### config.mk
export PLATFORM = sky130hd
export DESIGN_NAME = dfd_cla_transition_event_counter
export DESIGN_NICKNAME = d
export VERILOG_FILES = /design/src/rtl/dfd_cla_pkg.sv /design/src/rtl/dfd_cla_window_timer.sv /design/src/rtl/dfd_cla_transition_event_counter.sv
export SDC_FILE = /design/constraint.sdc
export NUM_CORES = 1
export LEC_CHECK = 0
export CAP_MARGIN = 15
export CORE_MARGIN = 2
export CORE_UTILIZATION = 40
export DETAILED_ROUTE_END_ITERATION = 12
export HOLD_SLACK_MARGIN = 0.05
export PLACE_DENSITY_LB_ADDON = 0.08
export SYNTH_ARGS = -nofsm -noshare
export SYNTH_HDL_FRONTEND = slang
export SYNTH_SLANG_ARGS = --single-unit
### constraint.sdc
create_clock -name clock -period 10.8 [get_ports clock]
set_input_delay 2.16 -clock clock [delete_from_list [all_inputs] [get_ports clock]]
set_output_delay 2.16 -clock clock [all_outputs]
set_load 0.02 [all_outputs]
### src/rtl/dfd_cla_pkg.sv
// Shared types and CSR-facing default widths for the CLA transition event counter.
package dfd_cla_pkg;

  localparam int unsigned CLA_EVT_CNT_WIDTH = 16;
  localparam int unsigned CLA_EVT_WIN_WIDTH = 16;

  typedef enum logic [1:0] {
    IDLE     = 2'd0,
    ARMED    = 2'd1,
    COUNTING = 2'd2,
    FIRED    = 2'd3
  } cla_cnt_state_e;

endpackage

### src/rtl/dfd_cla_window_timer.sv
// Saturating window timer: counts cycles while enabled, flags the last cycle of a nonzero window.
module dfd_cla_window_timer
  import dfd_cla_pkg::*;
#(
  parameter int unsigned WIN_WIDTH = CLA_EVT_WIN_WIDTH
) (
  input  logic                 clock,
  input  logic                 reset_n,
  input  logic                 clear,
  input  logic                 enable,
  input  logic [WIN_WIDTH-1:0] window,
  output logic                 expired
);

  localparam logic [WIN_WIDTH-1:0] WIN_ONE = WIN_WIDTH'(1);

  logic [WIN_WIDTH-1:0] r_timer;

  always_ff @(posedge clock) begin
    if (!reset_n || clear) begin
      r_timer <= '0;
    end else if (enable && (r_timer != '1)) begin
      r_timer <= r_timer + WIN_ONE;
    end
  end

  // Expiry is seen during the cycle whose closing edge leaves COUNTING.
  assign expired = enable && (window != '0) && (r_timer == (window - WIN_ONE));

endmodule

### src/rtl/dfd_cla_transition_event_counter.sv
// Counts transition-match pulses, qualifies them against a threshold and optional window, and fires a trigger.
module dfd_cla_transition_event_counter
  import dfd_cla_pkg::*;
#(
  parameter int unsigned CNT_WIDTH = CLA_EVT_CNT_WIDTH,
  parameter int unsigned WIN_WIDTH = CLA_EVT_WIN_WIDTH
) (
  input  logic                 clock,
  input  logic                 reset_n,
  input  logic                 match_in,
  input  logic                 arm,
  input  logic                 clear,
  input  logic                 auto_rearm,
  input  logic [CNT_WIDTH-1:0] threshold,
  input  logic [WIN_WIDTH-1:0] window,
  output logic                 trigger_out,
  output logic                 fired,
  output logic [CNT_WIDTH-1:0] count,
  output logic [1:0]           state
);

  localparam logic [CNT_WIDTH-1:0] CNT_ONE = CNT_WIDTH'(1);

  cla_cnt_state_e       r_state;
  cla_cnt_state_e       w_next_state;
  logic [CNT_WIDTH-1:0] r_count;
  logic [CNT_WIDTH-1:0] w_next_count;
  logic [CNT_WIDTH-1:0] w_thr_eff;
  logic [CNT_WIDTH-1:0] w_count_inc;
  logic                 r_trigger;
  logic                 r_fired;
  logic                 w_fire;
  logic                 w_expired;
  logic                 w_timer_clear;
  logic                 w_timer_enable;

  assign w_timer_enable = (r_state == COUNTING);
  assign w_timer_clear  = clear || arm || (r_state != COUNTING);

  dfd_cla_window_timer #(
    .WIN_WIDTH (WIN_WIDTH)
  ) u_window_timer (
    .clock   (clock),
    .reset_n (reset_n),
    .clear   (w_timer_clear),
    .enable  (w_timer_enable),
    .window  (window),
    .expired (w_expired)
  );

  assign w_thr_eff   = (threshold == '0) ? CNT_ONE : threshold;
  assign w_count_inc = r_count + CNT_ONE;

  always_comb begin
    w_next_state = r_state;
    w_next_count = r_count;
    w_fire       = 1'b0;
    if (clear) begin
      w_next_state = IDLE;
      w_next_count = '0;
    end else if (arm) begin
      w_next_state = ARMED;
      w_next_count = '0;
    end else begin
      unique case (r_state)
        IDLE: begin
          w_next_count = '0;
        end
        ARMED: begin
          if (match_in) begin
            w_next_count = CNT_ONE;
            if (w_thr_eff == CNT_ONE) begin
              w_fire = 1'b1;
            end else begin
              w_next_state = COUNTING;
            end
          end
        end
        COUNTING: begin
          // >= so that a threshold lowered to or below count fires on the next match.
          if (match_in && (w_count_inc >= w_thr_eff)) begin
            w_fire       = 1'b1;
            w_next_count = w_count_inc;
          end else if (w_expired) begin
            w_next_state = ARMED;
            w_next_count = '0;
          end else if (match_in) begin
            w_next_count = w_count_inc;
          end
        end
        FIRED: begin
          if (auto_rearm) begin
            w_next_state = ARMED;
            w_next_count = '0;
          end
        end
      endcase
      if (w_fire) begin
        w_next_state = FIRED;
      end
    end
  end

  always_ff @(posedge clock) begin
    if (!reset_n) begin
      r_state   <= IDLE;
      r_count   <= '0;
      r_trigger <= 1'b0;
      r_fired   <= 1'b0;
    end else begin
      r_state   <= w_next_state;
      r_count   <= w_next_count;
      r_trigger <= w_fire;
      if (clear) begin
        r_fired <= 1'b0;
      end else if (w_fire) begin
        r_fired <= 1'b1;
      end
    end
  end

  assign trigger_out = r_trigger;
  assign fired       = r_fired;
  assign count       = r_count;
  assign state       = r_state;

endmodule

==> metrics <==
outcome finished clean; First-pass DRT Iterations 4; Starting Density 0.415; H-Tree Depth 2; WHS Endpoint fired; Highest Clock Rate 195 MHz; post-CTS sizing 0; area leader, netlist dfxtp_1; post-synthesis mux area share 0.00698; layout cells sized above 1 0.0404; kind of path behind the tightest hold check reg -> reg; Compound-Gate Fraction of Synth Area 0.208; Die ar. roughly 8300 µm²; Final WS setup approximately 5700 ps; Yosys reg bits 36; largest family of logic cells by synthesized area simple AND/OR/NAND/NOR gates; critical path type in -> reg; Final Hold Viols 0; diode count 0; I/O Pins 58; Final min period approximately 5100 ps; CTS Buf Count 5; Reg clk slew, reported paths approximately 80 ps; Yosys cell types between 60 and 70; max-slew violations 0; Synth top cells by count 43 x nor2_1, 36 x dfxtp_1, 31 x inv_1; vias in the first global route between 2000 and 3000; CP arrival approximately 5300 ps; grt ovf 0; Post-DRT Antenna Nets 0; Total Routed Length around 8000 µm; Async SR Flop Fraction 0; Site Rows 31; Clock Skews between 10 and 15 ps; die span in x 91.3 µm; number of flops mapped to enable cells by yosys 0; Clock Path Buffers 2; DRC violations left 0; worst skew pair latency about 280 ps; worst-path fanout max 12; Total Routing Usage GR 0.190; Vias/cell around 5.4; Max-Cap Viols 0; pre-CTS WS about 5400 ps; I/O Buffers 57; Required @ worst endpoint 10980 ps; Top FF cell, synth dfxtp_1; Post-CTS Setup Inserts 0; Least-Margin Pin Slew just over 700 ps; yosys warns 0; R2R depth 15; Syn Area/Cell around 7.8 µm²; Final Wtd Congestion around 0.84; Post-Layout Inst Area between 3000 and 4000 µm²; Routed wire per std cell 14.3 µm; first-pass GRT wire length about 13000 µm; fillcell total ~740; R2R setup slack about 6600 ps; area of the multi-input gates roughly 2200 µm²; Die Ht between 90 and 100 µm; RSZ-0062 raised after global routing false; hold_sp fired; Worst R2R Start count[0]; hpwl dp approximately 6200 µm; largest cells by area after synthesis dfxtp_1 24%, ha_1 9.9%, xor2_1 7.2%, nor2_1 5.3%, xnor2_1 4.9%; static leakage about 0.0015 µW; XOR/XNOR Fraction of Synth Area 0.128; period utilization 0.475; crit-path max cell delay 530 ps; Total Neg Setup Slack 0 ps; endpoint class of the critical path register; TritonCTS clock tree yes; Worst Setup Start Kind input pin; Max-slew headroom 0.518; Syn Inst Count 391; area share of the leading cell type in the synthesized netlist 0.237; Finish-stage setup viols 0; syn_nets ~450; Post-Syn Area between 3000 and 4000 µm²; Total Power about 270 µW; Placement Cell Area between 3000 and 4000 µm²; largest net degree at the start of global routing 17; crit path cell chain clkdlybuf4s50_1 > inv_1 > ha_1 > or4b_1 > nor2_1 > a31oi_1 > a2111oi_4 > a41o_1 > o21a_1 > o22ai_1 > a22o_1; Final Net Count about 510; non-filler cells, final approximately 550; Power Dens Cells about 70 nW/µm²; Crit-path slowest cell clkdlybuf4s50_1; initial antenna violation count 0; core footprint approximately 7300 µm²; initial drt markers 160; worst hold path depth 2; cts hold-fix bufs 0; worst r2r dst count[11]; CTS root buf clkbuf_8; vias around 2900; most common cell in the netlist nor2_1; Cells after DPL roughly 540; Post-Synth Simple-Gate Area 0.269; maximum vdd drop 0.0000523 V; Layout area overhead 23.9%; area taken by flip-flops and latches between 700 and 800 µm²; Adder-Cell Fraction of Synth Area 0.0986; sequential share of the synthesized area 0.237; Clock Sinks 36
-- critical path: cells and delay by family --
family,cells,cell delay [ps]
AND/OR/NAND/NOR,2,850
AO/OA/AOI/OAI,6,1390
adder cells (fa/ha/maj),1,260
buffers and inverters,2,630
-- registers in the layout (all words and copies together) (netlist names) --
name / count
count: 16
fired: 1
state: 2
trigger_out: 1
u_window_timer.r_timer: 16
-- report_power, final --
| part | internal, µW | total (µW) | switching, µW |
|---|---|---|---|
| Clock | 43.9 | 90.9 | 47.0 |
| Sequential | 133 | 134 | 0.628 |
| Combinational | 23.3 | 44.8 | 21.6 |
-- final cells by class --
class,count,area share
multi-input combinational,315,0.573
sequential,36,0.191
timing repair buffer,57,0.151
tap,99,0.0328
inverter,31,0.0308
clock buffer,6,0.0192
clock inverter,1,0.00133
-- cell usage in the layout (no fill, tap or decap), drive strengths merged, types with 2 or more instances in the layout --
master	instances
a2111oi	2
a211o	2
a211oi	3
a21o	7
a21oi	16
a22o	8
a31oi	6
and2	3
and3	7
and3b	2
and4	3
clkbuf	6
clkdlybuf4s50	57
dfxtp	36
ha	24
inv	31
nand2	26
nand2b	7
nand3	20
nand4	8
nor2	44
nor2b	6
nor3	11
nor4	8
o211ai	6
o21ai	10
o21bai	2
o22ai	7
o2bb2ai	3
or2	3
or3	8
xnor2	17
xor2	25
-- per-layer routing --
layer | global-route usage | share of wire
met5 | 0 | 0
met4 | 0.0328 | 0.0050
met3 | 0.0266 | 0.030
met2 | 0.288 | 0.43
met1 | 0.286 | 0.54
-- per-stage QoR --
stage / utilization / hold WS [ps]
after floorplan: - / 478
after global placement: 0.504 / 467
after detailed placement: 0.504 / 464
after CTS: 0.515 / 487
after global routing: 0.515 / 510
final: 0.515 / 486
-- kinds of logic (layout without fill, tap and decap cells) --
logic type | count (synthesis) | in the layout
adders and majority gates | 24 | 24
AOI/OAI and AO/OA | 86 | 86
buffers and inverters | 40 | 95
xor gates and xnor gates | 43 | 43
DFF | 36 | 36
and+or+nand+nor | 160 | 160
muxes | 2 | 2
-- how the worst max path moves through the flow --
stage,start,endpoint,cells past startpoint
after detailed placement,window[0],count[2],11
after global routing,window[0],count[2],11
final,window[0],count[2],11
after floorplan,window[2],count[6],10
after global placement,window[0],count[2],11
after CTS,window[0],count[2],11
Power figures use the tool's default switching activity.
